<file path="src/rtl/bios_loader.sv">
// rtl/bios_loader.sv - copies SIZE bytes from flash into SD-RAM as 16-bit words after a start pulse.
// Two byte reads (low, high) are packed into one word write; all outputs are registered.
module bios_loader #(
    parameter logic [23:0] SRC_ADDR = 24'h10_0000,
    parameter logic [23:0] DST_ADDR = 24'h70_0000,
    parameter logic [23:0] SIZE     = 24'h02_4000
) (
    input  logic        clk,
    input  logic        reset,
    input  logic        start,
    output logic        busy,
    output logic        done,
    output logic        flash_rd_req,
    output logic [23:0] flash_addr,
    input  logic        flash_rd_valid,
    input  logic [7:0]  flash_rd_data,
    output logic        ram_wr_req,
    output logic [23:0] ram_addr,
    output logic [15:0] ram_wr_data,
    input  logic        ram_wr_ack
);

    typedef enum logic [2:0] {
        S_IDLE,
        S_RD_LO,
        S_RD_HI,
        S_WR,
        S_FIN
    } state_t;

    state_t      r_state;
    logic [23:0] r_count;
    logic        r_busy;
    logic        r_done;
    logic        r_flash_rd_req;
    logic [23:0] r_flash_addr;
    logic        r_ram_wr_req;
    logic [23:0] r_ram_addr;
    logic [15:0] r_ram_wr_data;

    always_ff @(posedge clk or posedge reset) begin
        if (reset) begin
            r_state        <= S_IDLE;
            r_count        <= '0;
            r_busy         <= 1'b0;
            r_done         <= 1'b0;
            r_flash_rd_req <= 1'b0;
            r_flash_addr   <= '0;
            r_ram_wr_req   <= 1'b0;
            r_ram_addr     <= '0;
            r_ram_wr_data  <= '0;
        end else begin
            case (r_state)
                S_IDLE, S_FIN: begin
                    if (start) begin
                        r_count <= '0;
                        if (SIZE == 24'd0) begin
                            r_state <= S_FIN;
                            r_done  <= 1'b1;
                            r_busy  <= 1'b0;
                        end else begin
                            r_state <= S_RD_LO;
                            r_done  <= 1'b0;
                            r_busy  <= 1'b1;
                        end
                    end
                end
                // Request idles low for one cycle between bytes; a strobe counts only while it is pending.
                S_RD_LO, S_RD_HI: begin
                    if (!r_flash_rd_req) begin
                        r_flash_rd_req <= 1'b1;
                        r_flash_addr   <= SRC_ADDR + r_count;
                    end else if (flash_rd_valid) begin
                        r_flash_rd_req <= 1'b0;
                        r_count        <= r_count + 24'd1;
                        if (r_state == S_RD_LO) begin
                            r_ram_wr_data[7:0] <= flash_rd_data;
                            r_state            <= S_RD_HI;
                        end else begin
                            r_ram_wr_data[15:8] <= flash_rd_data;
                            r_state             <= S_WR;
                        end
                    end
                end
                // Count already includes both bytes of this word, hence the -2.
                S_WR: begin
                    if (!r_ram_wr_req) begin
                        r_ram_wr_req <= 1'b1;
                        r_ram_addr   <= DST_ADDR + r_count - 24'd2;
                    end else if (ram_wr_ack) begin
                        r_ram_wr_req <= 1'b0;
                        if (r_count == SIZE) begin
                            r_state <= S_FIN;
                            r_busy  <= 1'b0;
                            r_done  <= 1'b1;
                        end else begin
                            r_state <= S_RD_LO;
                        end
                    end
                end
                default: begin
                    r_state <= S_IDLE;
                end
            endcase
        end
    end

    assign busy         = r_busy;
    assign done         = r_done;
    assign flash_rd_req = r_flash_rd_req;
    assign flash_addr   = r_flash_addr;
    assign ram_wr_req   = r_ram_wr_req;
    assign ram_addr     = r_ram_addr;
    assign ram_wr_data  = r_ram_wr_data;

endmodule
</file>
<file path="config.mk">
export PLATFORM = sky130hd
export DESIGN_NAME = bios_loader
export DESIGN_NICKNAME = d
export VERILOG_FILES = /design/src/rtl/bios_loader.sv
export SDC_FILE = /design/constraint.sdc
export NUM_CORES = 1
export LEC_CHECK = 0
export ABC_AREA = 1
export CAP_MARGIN = 20
export CORE_ASPECT_RATIO = 1.75
export CORE_MARGIN = 2
export CORE_UTILIZATION = 51
export CTS_CLUSTER_DIAMETER = 80
export CTS_CLUSTER_SIZE = 28
export DETAILED_ROUTE_END_ITERATION = 6
export PLACE_DENSITY = 0.77
export RECOVER_POWER = 25
export SYNTH_ARGS = -nofsm -noshare
export SYNTH_HDL_FRONTEND = slang
export SYNTH_SLANG_ARGS = --single-unit
</file>
<file path="constraint.sdc">
create_clock -name clk -period 3.59 [get_ports clk]
set_clock_uncertainty 0.2 [all_clocks]
set_input_delay 0.718 -clock clk [delete_from_list [all_inputs] [get_ports clk]]
set_output_delay 0.718 -clock clk [all_outputs]
set_load 0.02 [all_outputs]
</file>
==> results of run 1 <==
## worst max path at each step
stage                                        end                   start  cells after the start  slack (ns)
after global placement    r_count[2]$_DFFE_PP0P_                   start                      8        1.19
after CTS                             ram_wr_req  ram_wr_req$_DFFE_PP0N_                      1        1.26
after global routing      r_count[5]$_DFFE_PP0P_  r_state[1]$_DFFE_PP0P_                     10         1.0
after floorplan                 busy$_DFFE_PP0P_                   reset                      1        0.19
final                     r_count[5]$_DFFE_PP0P_  r_state[1]$_DFFE_PP0P_                     10        1.23
after detailed placement  r_count[5]$_DFFE_PP0P_                   start                      8        1.14
## tightest hold or removal path, delay by kind of cell, from the launching register on
family	cells	cell delay, ns
and+or+nand+nor	2	0.10
DFF	1	0.34
## synth_stat cells
library cell,count
sky130_fd_sc_hd__buf_8,1
sky130_fd_sc_hd__o21ai_1,3
sky130_fd_sc_hd__ha_1,7
sky130_fd_sc_hd__dfrtp_1,95
sky130_fd_sc_hd__a21oi_1,4
sky130_fd_sc_hd__nand3_1,41
sky130_fd_sc_hd__clkbuf_1,8
sky130_fd_sc_hd__nor2_4,2
sky130_fd_sc_hd__nor3_1,6
sky130_fd_sc_hd__or2_2,1
sky130_fd_sc_hd__inv_1,65
sky130_fd_sc_hd__a21boi_0,1
sky130_fd_sc_hd__nand2_2,2
sky130_fd_sc_hd__or2_1,1
sky130_fd_sc_hd__nor2_1,69
sky130_fd_sc_hd__buf_6,3
sky130_fd_sc_hd__xor2_1,7
sky130_fd_sc_hd__nor2_2,7
sky130_fd_sc_hd__buf_4,1
sky130_fd_sc_hd__inv_2,2
sky130_fd_sc_hd__clkinv_1,1
sky130_fd_sc_hd__o21ai_0,79
sky130_fd_sc_hd__nand4_1,30
sky130_fd_sc_hd__nand2_1,199
sky130_fd_sc_hd__and2_1,1
sky130_fd_sc_hd__buf_2,14
sky130_fd_sc_hd__xnor2_1,1
sky130_fd_sc_hd__a31oi_1,8
sky130_fd_sc_hd__mux2_2,1
sky130_fd_sc_hd__a21oi_2,2
## where the power goes
group / leakage [nW] / internal (mW) / total [mW] / switching (mW)
Combinational: 1.54 / 0.732 / 1.99 / 1.26
Clock: 0.138 / 0.541 / 0.938 / 0.396
Sequential: 1.23 / 1.34 / 1.52 / 0.173
## cell families after synthesis
| family | after synthesis |
|---|---|
| multiplexers | 1 |
| adder cells (fa/ha/maj) | 7 |
| XOR/XNOR | 8 |
| buffers and inverters | 95 |
| AO/OA/AOI/OAI | 97 |
| flip-flops | 95 |
| AND/OR/NAND/NOR | 359 |
## registers in the layout, indices dropped and copies added (netlist names)
register and flops:
busy 1, done 1, flash_addr 24, flash_rd_req 1
r_count 24, r_state 3, ram_addr 24, ram_wr_data 16
ram_wr_req 1
## layer usage
| metal | routed length [µm] | vias up | GRT usage [%] | share of wire [%] |
|---|---|---|---|---|
| li1 | - | 2270 | - | - |
| met4 | 672 | 0 | 14.1 | 4.9 |
| met5 | 0 | - | 0 | 0 |
| met3 | 534 | 39 | 5.08 | 3.9 |
| met2 | 7280 | 162 | 49.8 | 53 |
| met1 | 5220 | 2214 | 31.1 | 38 |
## placed cells by master (no fill, tap or decap)
cell                              count
sky130_fd_sc_hd__nor2_1              69
sky130_fd_sc_hd__o21ai_0             79
sky130_fd_sc_hd__clkbuf_1             4
sky130_fd_sc_hd__inv_1               64
sky130_fd_sc_hd__clkinv_4             1
sky130_fd_sc_hd__a31oi_1              8
sky130_fd_sc_hd__bufinv_16            1
sky130_fd_sc_hd__buf_12               1
sky130_fd_sc_hd__dlygate4sd3_1        2
sky130_fd_sc_hd__clkdlybuf4s50_1     78
sky130_fd_sc_hd__or2_2                1
sky130_fd_sc_hd__a21oi_1              4
sky130_fd_sc_hd__nor2_4               2
sky130_fd_sc_hd__a21boi_0             1
sky130_fd_sc_hd__nand2_1            199
sky130_fd_sc_hd__clkinv_2             1
sky130_fd_sc_hd__mux2_2               1
sky130_fd_sc_hd__nor3_1               6
sky130_fd_sc_hd__clkinv_1             1
sky130_fd_sc_hd__xor2_1               7
sky130_fd_sc_hd__a21oi_2              2
sky130_fd_sc_hd__ha_1                 7
sky130_fd_sc_hd__dfrtp_1             95
sky130_fd_sc_hd__xnor2_1              1
sky130_fd_sc_hd__nand2_2              2
sky130_fd_sc_hd__o21ai_1              3
sky130_fd_sc_hd__clkbuf_16            9
sky130_fd_sc_hd__nor2_2               7
sky130_fd_sc_hd__or2_1                1
sky130_fd_sc_hd__nand4_1             30
sky130_fd_sc_hd__nand3_1             41
sky130_fd_sc_hd__inv_2                2
sky130_fd_sc_hd__and2_1               1
sky130_fd_sc_hd__clkinvlp_2           1
sky130_fd_sc_hd__buf_4                2
## cell type report
class | count | area, µm²
sequential | 95 | 2380
tap | 122 | 153
multi-input combinational | 472 | 2200
clock inverter | 3 | 43.8
timing repair buffer | 83 | 836
clock buffer | 13 | 240
inverter | 68 | 256
fill | 886 | 3360
==> run summary, run 1 <==
The via count of the first global-routing pass was 4736. The portion of the clock cycle consumed by the worst path in the final layout is 65.7%. The kind of cell adding the most delay to the critical path is buffers and inverters. From bottom edge to top edge, the die measures 135 µm. The total power draw came out at 4.45 mW. The maximum ir drop on the vdd rail came out at 729 µV.

The nature of the critical path startpoint is a register. For the worst setup path, the data required time is 3.62 ns. Traced cell by cell, the critical path runs through inv_1 -> nand2_2 -> nand4_1 -> buf_4 -> nand2_1 -> nor2_2 -> buf_4 -> nand2_1 -> nand2_1 -> nor2_1.

The total global routing overflow came out at 0. Summing the areas of all fa, ha and maj instances in the mapped netlist gives 1.76% of the synthesized area. The die outline area is 10600 µm². The total number of H-tree levels came out at 3. For this design the ratio of total power to cell area is 728 nW/µm².

The post-route DRC violation count is 0. Sorting the synthesized cells by area gives the leading types as sky130_fd_sc_hd__dfrtp_1 48%, sky130_fd_sc_hd__nand2_1 15%, sky130_fd_sc_hd__o21ai_0 7.9%. The area share of the largest cell type after synthesis came out at 47.6%. STA puts the critical path data arrival time at 2.39 ns. The layout net count is 749.

The number of antenna cells inserted is 0. Of all nets on the critical path, the largest fanout is 48. The parity-gate share of the synthesized area counting xor and xnor cells is 1.40%. The total of flip-flops plus latches after synthesis is 95. The critical register-to-register path startpoint is r_state[1]$_DFFE_PP0P_. The root cell of the clock tree is sky130_fd_sc_hd__clkbuf_16.

The count of non-filler cells in the finished layout is 856. The number of antenna violations at the first check in global routing is 0. The pin count of the biggest net entering global routing came out at 96. The multiplexer fraction of the synthesized cell area came out at 0.226%. The sequential fraction of the synthesis area came out at 47.6%. The upper clock frequency limit is 424 MHz.

After clock tree synthesis, the clock-pin slew on the worst setup and hold paths is 0.06 ns. The count of buffering cells on the critical path with inverters included came out at 3. The number of different library cells in the post-synthesis netlist came out at 30. Summed over all nets, the half-perimeter wirelength after detailed placement is 10000 µm.

The endpoint identified for the worst register-to-register timing path is r_count[5]$_DFFE_PP0P_. The synthesized netlist net count came out at 682. The final non-filler cell area is 6110 µm². The area overhead of the layout relative to synthesis came out at 22.4%. Setup repair after global routing left no endpoint under its margin.

The final period demand of the worst path came out at 2.36 ns. At the end of the flow the core is filled with cells to 64.5%. The total negative slack for setup checks came out at 0 ns. The number of pins exceeding their max-slew limit in the final report is 0. The combinational family with the most area after synthesis is simple AND/OR/NAND/NOR gates.

Using the TritonRoute via totals, the vias-per-cell ratio works out to 5.47. The count of warnings emitted by yosys is 0. The number of buffer cells added on primary ports came out at 80. The number of clock buffers added by TritonCTS is 9. The global routing usage summed across all routing layers came out at 27.8%. The kind of capture point of the worst setup path is a register. The clock reaches the later pin of the worst-skew pair after 0.34 ns.

The post-place instance area came out at 5820 µm². The die is 78.8 µm wide. The count of endpoints failing hold in the final timing report came out at 0.

The worst-case hold path end point is done$_DFFE_PP0P_. The worst-margin pin slew is 0.563 ns. The leakage power came out at 2.90 nW. Counting every sink on the clock net gives 95. The number of buffers between clock root and the deepest sink is 2. The basic-gate share of the synthesized area counting and, or, nand and nor cells came out at 30.6%. The number of iterations in the first detailed-routing pass came out at 5. The post-synthesis average cell area is 7.54 µm². The worst-case setup margin in the final layout came out at 1.23 ns.

The floorplan has 47 rows. The biggest cell delay along the critical path came out at 0.41 ns. The final weighted congestion in routability-driven placement is 0.869.

The min-delay analysis places its worst path in the category reg2reg. The antenna violation net count after detailed routing came out at 0. The detailed router finished its first iteration with 277 violations. The relative slew slack is 62.4%. The fraction of the mapped netlist area in compound gates is 10.1%. Synthesis produced a netlist whose cell count is 662. The number of setup buffers added after CTS is 0. The post-cts resize count came out at 0. The worst hold path passes through 2 cells.

The I/O pin count came out at 81. TritonCTS built the clock tree. The number of cells in the design after placement came out at 840. The flow ran to the end, and the final reports show no timing, DRC or antenna violations. The wire length of the first global-routing pass is 22700 µm.

The depth of the worst register-to-register path is 10. The biggest area contributor in the post-synthesis netlist is sky130_fd_sc_hd__dfrtp_1. The minimum hold slack is 0.276 ns.

The total via count in the routed design came out at 4685. The setup slack on the worst flop-to-flop path is 1.23 ns. The most frequent cell on the critical path is sky130_fd_sc_hd__nand2_1. On the critical path, the stage with the largest delay is an instance of sky130_fd_sc_hd__dfrtp_1.

The area of the placeable core came out at 9470 µm². In the final routed layout, each cell accounts on average for 16.0 µm. The worst hold path begins at done$_DFFE_PP0P_. Setup violations remaining at the end of the flow were counted as 0. The max-capacitance violation count is 0. The worst setup path is of the reg2reg kind.

The cts-stage hold buffer count is 0. The synthesized netlist occupies a cell area of 4990 µm². Wires add up to 13700 µm. The post-route netlist has 4.50% of its cells at a drive strength greater than 1. The minimum setup slack after placement is 1.14 ns. The starting density of the core is 52.7%.
(Power assumes the default switching activity.)
==> run 2: changes to the inputs <==
Clock period 3.59 ns to 2.3 ns, I/O delays scaled along.
==> run 2 against run 1 <==
Compared with the run above:
- sequential cell count did not move
- register-to-register slack got worse by 0.96 ns
- combinational power rose by 63%
- die area did not move
- critical path depth fell by 9
- core utilization rose by 1.2 points
- total power rose by 62%
- largest cell class unchanged
- largest power group unchanged
- final cell count rose by 1.2%
- non-clock buffer count rose by 11
- first-iteration DRC count fell by 6.5%
==> run summary, run 2 (synthesis results as in run 1) <==
Status: complete, no violations (unchanged). The chip height came out at 135 µm (unchanged). The number of setup buffers added after CTS is 0 (unchanged). The capture instance of the worst register-to-register path was r_state[2]$_DFFE_PP0P_ (was r_count[5]$_DFFE_PP0P_). The met3 wire length is 560 µm (was 534 µm).

The number of core rows is 47 (unchanged). The total power draw is 7.20 mW (was 4.45 mW). Crit-path cells: clkdlybuf4s50_1 (was inv_1 -> nand2_2 -> nand4_1 -> buf_4 -> nand2_1 -> nor2_2 -> buf_4 -> nand2_1 -> nand2_1 -> nor2_1). The number of sinks driven by the clock tree is 95 (unchanged). The worst min-delay path category is reg2reg (unchanged). The TritonCTS clock tree was built (unchanged). The worst-margin pin slew came to 1.20 ns (was 0.563 ns).

The number of clock buffers inserted by TritonCTS came to 9 (unchanged). The number of buffers between clock root and the deepest sink is 2 (unchanged). The clock latency on the worst-skew pair came to 0.35 ns (was 0.34 ns). The area of the placeable core is 9470 µm² (unchanged). The iteration-0 DRC count of the detailed router was 259 (was 277). The area overhead of the layout relative to synthesis was 24.6% (was 22.4%). Commonest cells after routing, fill and taps aside: 199 x sky130_fd_sc_hd__nand2_1, 95 x sky130_fd_sc_hd__dfrtp_1, 79 x sky130_fd_sc_hd__o21ai_0, 79 x sky130_fd_sc_hd__clkdlybuf4s50_1, 70 x sky130_fd_sc_hd__nor2_1 (was 199 x sky130_fd_sc_hd__nand2_1, 95 x sky130_fd_sc_hd__dfrtp_1, 79 x sky130_fd_sc_hd__o21ai_0, 78 x sky130_fd_sc_hd__clkdlybuf4s50_1, 69 x sky130_fd_sc_hd__nor2_1). The total routed wirelength came out at 13700 µm (about the same). The average wire length per cell after detail routing came out at 15.9 µm (was 16.0 µm).

The count of non-filler cells in the finished layout is 866 (was 856). The number of antenna cells inserted came out at 0 (unchanged). The maximum ir drop on the vdd rail came out at 1240 µV (was 729 µV). The final non-filler cell area came out at 6220 µm² (was 6110 µm²). The ratio of total power to cell area is 1160 nW/µm² (was 728 nW/µm²).

The number of pins exceeding their max-slew limit in the final report is 0 (unchanged). The minimum hold slack was 0.277 ns (was 0.276 ns). The share of cells above drive strength 1 came out at 5.91% (was 4.50%). The total negative slack for setup checks came to 0 ns (unchanged). The count of buffering cells on the critical path with inverters included is 1 (was 3). The total via count in the routed design was 4711 (was 4685). The setup slack on the worst flop-to-flop path came out at 0.27 ns (was 1.23 ns). The half-perimeter wire length after detailed placement is 10200 µm (was 10000 µm).

The largest driver fanout on the critical path came out at 4 (was 48). The relative slew slack came out at 19.8% (was 62.4%). The highest layer used for signal routing is met4 (unchanged).

The width of the chip is 78.8 µm (unchanged). The biggest cell delay along the critical path is 0.63 ns (was 0.41 ns). The cts-stage hold buffer count is 0 (unchanged). The count of endpoints failing hold in the final timing report is 0 (unchanged).

The number of buffer cells added on primary ports came to 80 (unchanged). The die outline area is 10600 µm² (unchanged). The nature of the critical path startpoint is a register (unchanged). The kind of cell adding the most delay to the critical path is buffers and inverters (unchanged). The total number of H-tree levels is 3 (unchanged).

Unrepaired setup endpoints after global routing: no (unchanged). The antenna violation net count after detailed routing is 0 (unchanged). The data arrival time of the critical path is 1.40 ns (was 2.39 ns).

The pin count of the biggest net entering global routing came out at 96 (unchanged). The utilization after layout came to 65.7% (was 64.5%). The final number of setup-violating endpoints is 0 (unchanged). The critical path launch point is ram_wr_req$_DFFE_PP0N_ (was r_state[1]$_DFFE_PP0P_). The via count of the first global-routing pass came out at 4702 (was 4736). The number of cells in the design after placement was 851 (was 840). The number of antenna violations at the first check in global routing came out at 0 (unchanged).

The layout net count came out at 760 (was 749). The most common cell after layout, fill and taps aside is sky130_fd_sc_hd__nand2_1 (unchanged). The I/O pin count is 81 (unchanged).

The global routing usage summed across all routing layers is 27.7% (was 27.8%). The portion of the clock cycle consumed by the worst path in the final layout is 89.4%. The count of cells along the worst hold path came out at 2 (unchanged). The worst-case setup margin in the final layout is 0.244 ns (was 1.23 ns). The total global routing overflow came out at 0 (unchanged). The starting density of the core was 52.7% (unchanged). The clock input transition at the sequential cells of the worst setup and hold paths is 0.06 ns (about the same). The final period demand of the worst path is 2.06 ns. The root cell of the clock tree is sky130_fd_sc_hd__clkbuf_16 (unchanged). The post-cts resize count is 0 (unchanged). Based on the critical path, the design can be clocked at up to 486 MHz. The leakage power was 2.97 nW (was 2.90 nW). The library cell contributing the largest single delay on the critical path is sky130_fd_sc_hd__clkdlybuf4s50_1 (was sky130_fd_sc_hd__dfrtp_1).

The wire length of the first global-routing pass came out at 22600 µm (was 22700 µm). The via-per-instance ratio is 5.44 (was 5.47). The destination of the critical timing path is ram_wr_req (was r_count[5]$_DFFE_PP0P_). The category of the critical setup timing path is reg2out (was reg2reg). The critical path depth is 1 (was 10). The critical register-to-register path startpoint is r_count[15]$_DFFE_PP0P_ (was r_state[1]$_DFFE_PP0P_). The number of iterations in the first detailed-routing pass came out at 7 (was 5). The final weighted congestion in routability-driven placement came to 1.04 (was 0.869). The met1 wire length came out at 5150 µm (was 5220 µm). The post-route DRC violation count was 0 (unchanged). The detailed-routed wire length on met2 came out at 7440 µm (was 7280 µm). The fill cell total of the finished layout was 839 (was 886). The depth of the worst register-to-register path came out at 7 (was 10). The max-capacitance violation count came out at 0 (unchanged).

The kind of capture point of the worst setup path is an output pin (was register). The minimum setup slack after placement was 0.207 ns (was 1.14 ns). The post-place instance area is 5920 µm² (was 5820 µm²). The data required time at the worst endpoint is 1.64 ns (was 3.62 ns).
run 2: cell types whose count changed in the layout (fill, tap and decap cells not counted), sizes merged:
cell,delta
buf,+11
bufinv,+1
clkinv,-2
clkinvlp,+1
dlygate4sd3,-1
clkdlybuf4s50,+1
clkbuf,-1
run 2: power by group:
part	switching (mW)	internal [mW]
clock	0.618	0.977
combinational	2.00	1.24
sequential	0.266	2.10
total	2.88	4.31
run 2: per-layer routing:
metal | vias up | GRT usage (%)
met4 | 0 | 16.9
li1 | 2292 | -
met2 | 156 | 48.6
met1 | 2227 | 31.5
met5 | - | 0
met3 | 36 | 3.48
run 2: worst min-delay path: cells and delay by family, from the launching register on:
kind             cells  cell delay (ns)
flip-flops           1             0.34
AND/OR/NAND/NOR      2             0.10
run 2: cell type report:
cell class / count / area [µm²] / area share [%]
clock buffers: 12 / 246 / 3.96
clock inverters: 3 / 67.6 / 1.09
inverters: 68 / 259 / 4.16
multi-input cells: 472 / 2200 / 35.3
flip-flops and latches: 95 / 2380 / 38.2
well taps: 122 / 153 / 2.45
repair buffers: 94 / 918 / 14.8
run 2: how the worst min path moves through the flow:
stage	start	end
6_report	ram_addr[18]$_DFFE_PP0P_	ram_addr[18]$_DFFE_PP0P_
5_1_grt	ram_addr[18]$_DFFE_PP0P_	ram_addr[18]$_DFFE_PP0P_
4_1_cts	ram_addr[18]$_DFFE_PP0P_	ram_addr[18]$_DFFE_PP0P_
3_5_place_dp	ram_addr[18]$_DFFE_PP0P_	ram_addr[18]$_DFFE_PP0P_
3_3_place_gp	done$_DFFE_PP0P_	done$_DFFE_PP0P_
2_1_floorplan	r_count[1]$_DFFE_PP0P_	ram_addr[1]$_DFFE_PP0P_
==> run 3: changes to the inputs <==
Settings changed: CTS_CLUSTER_DIAMETER 80 to default.
==> results of run 3 <==
No change in the layout: final DEF, timing and power equal those of run 2.
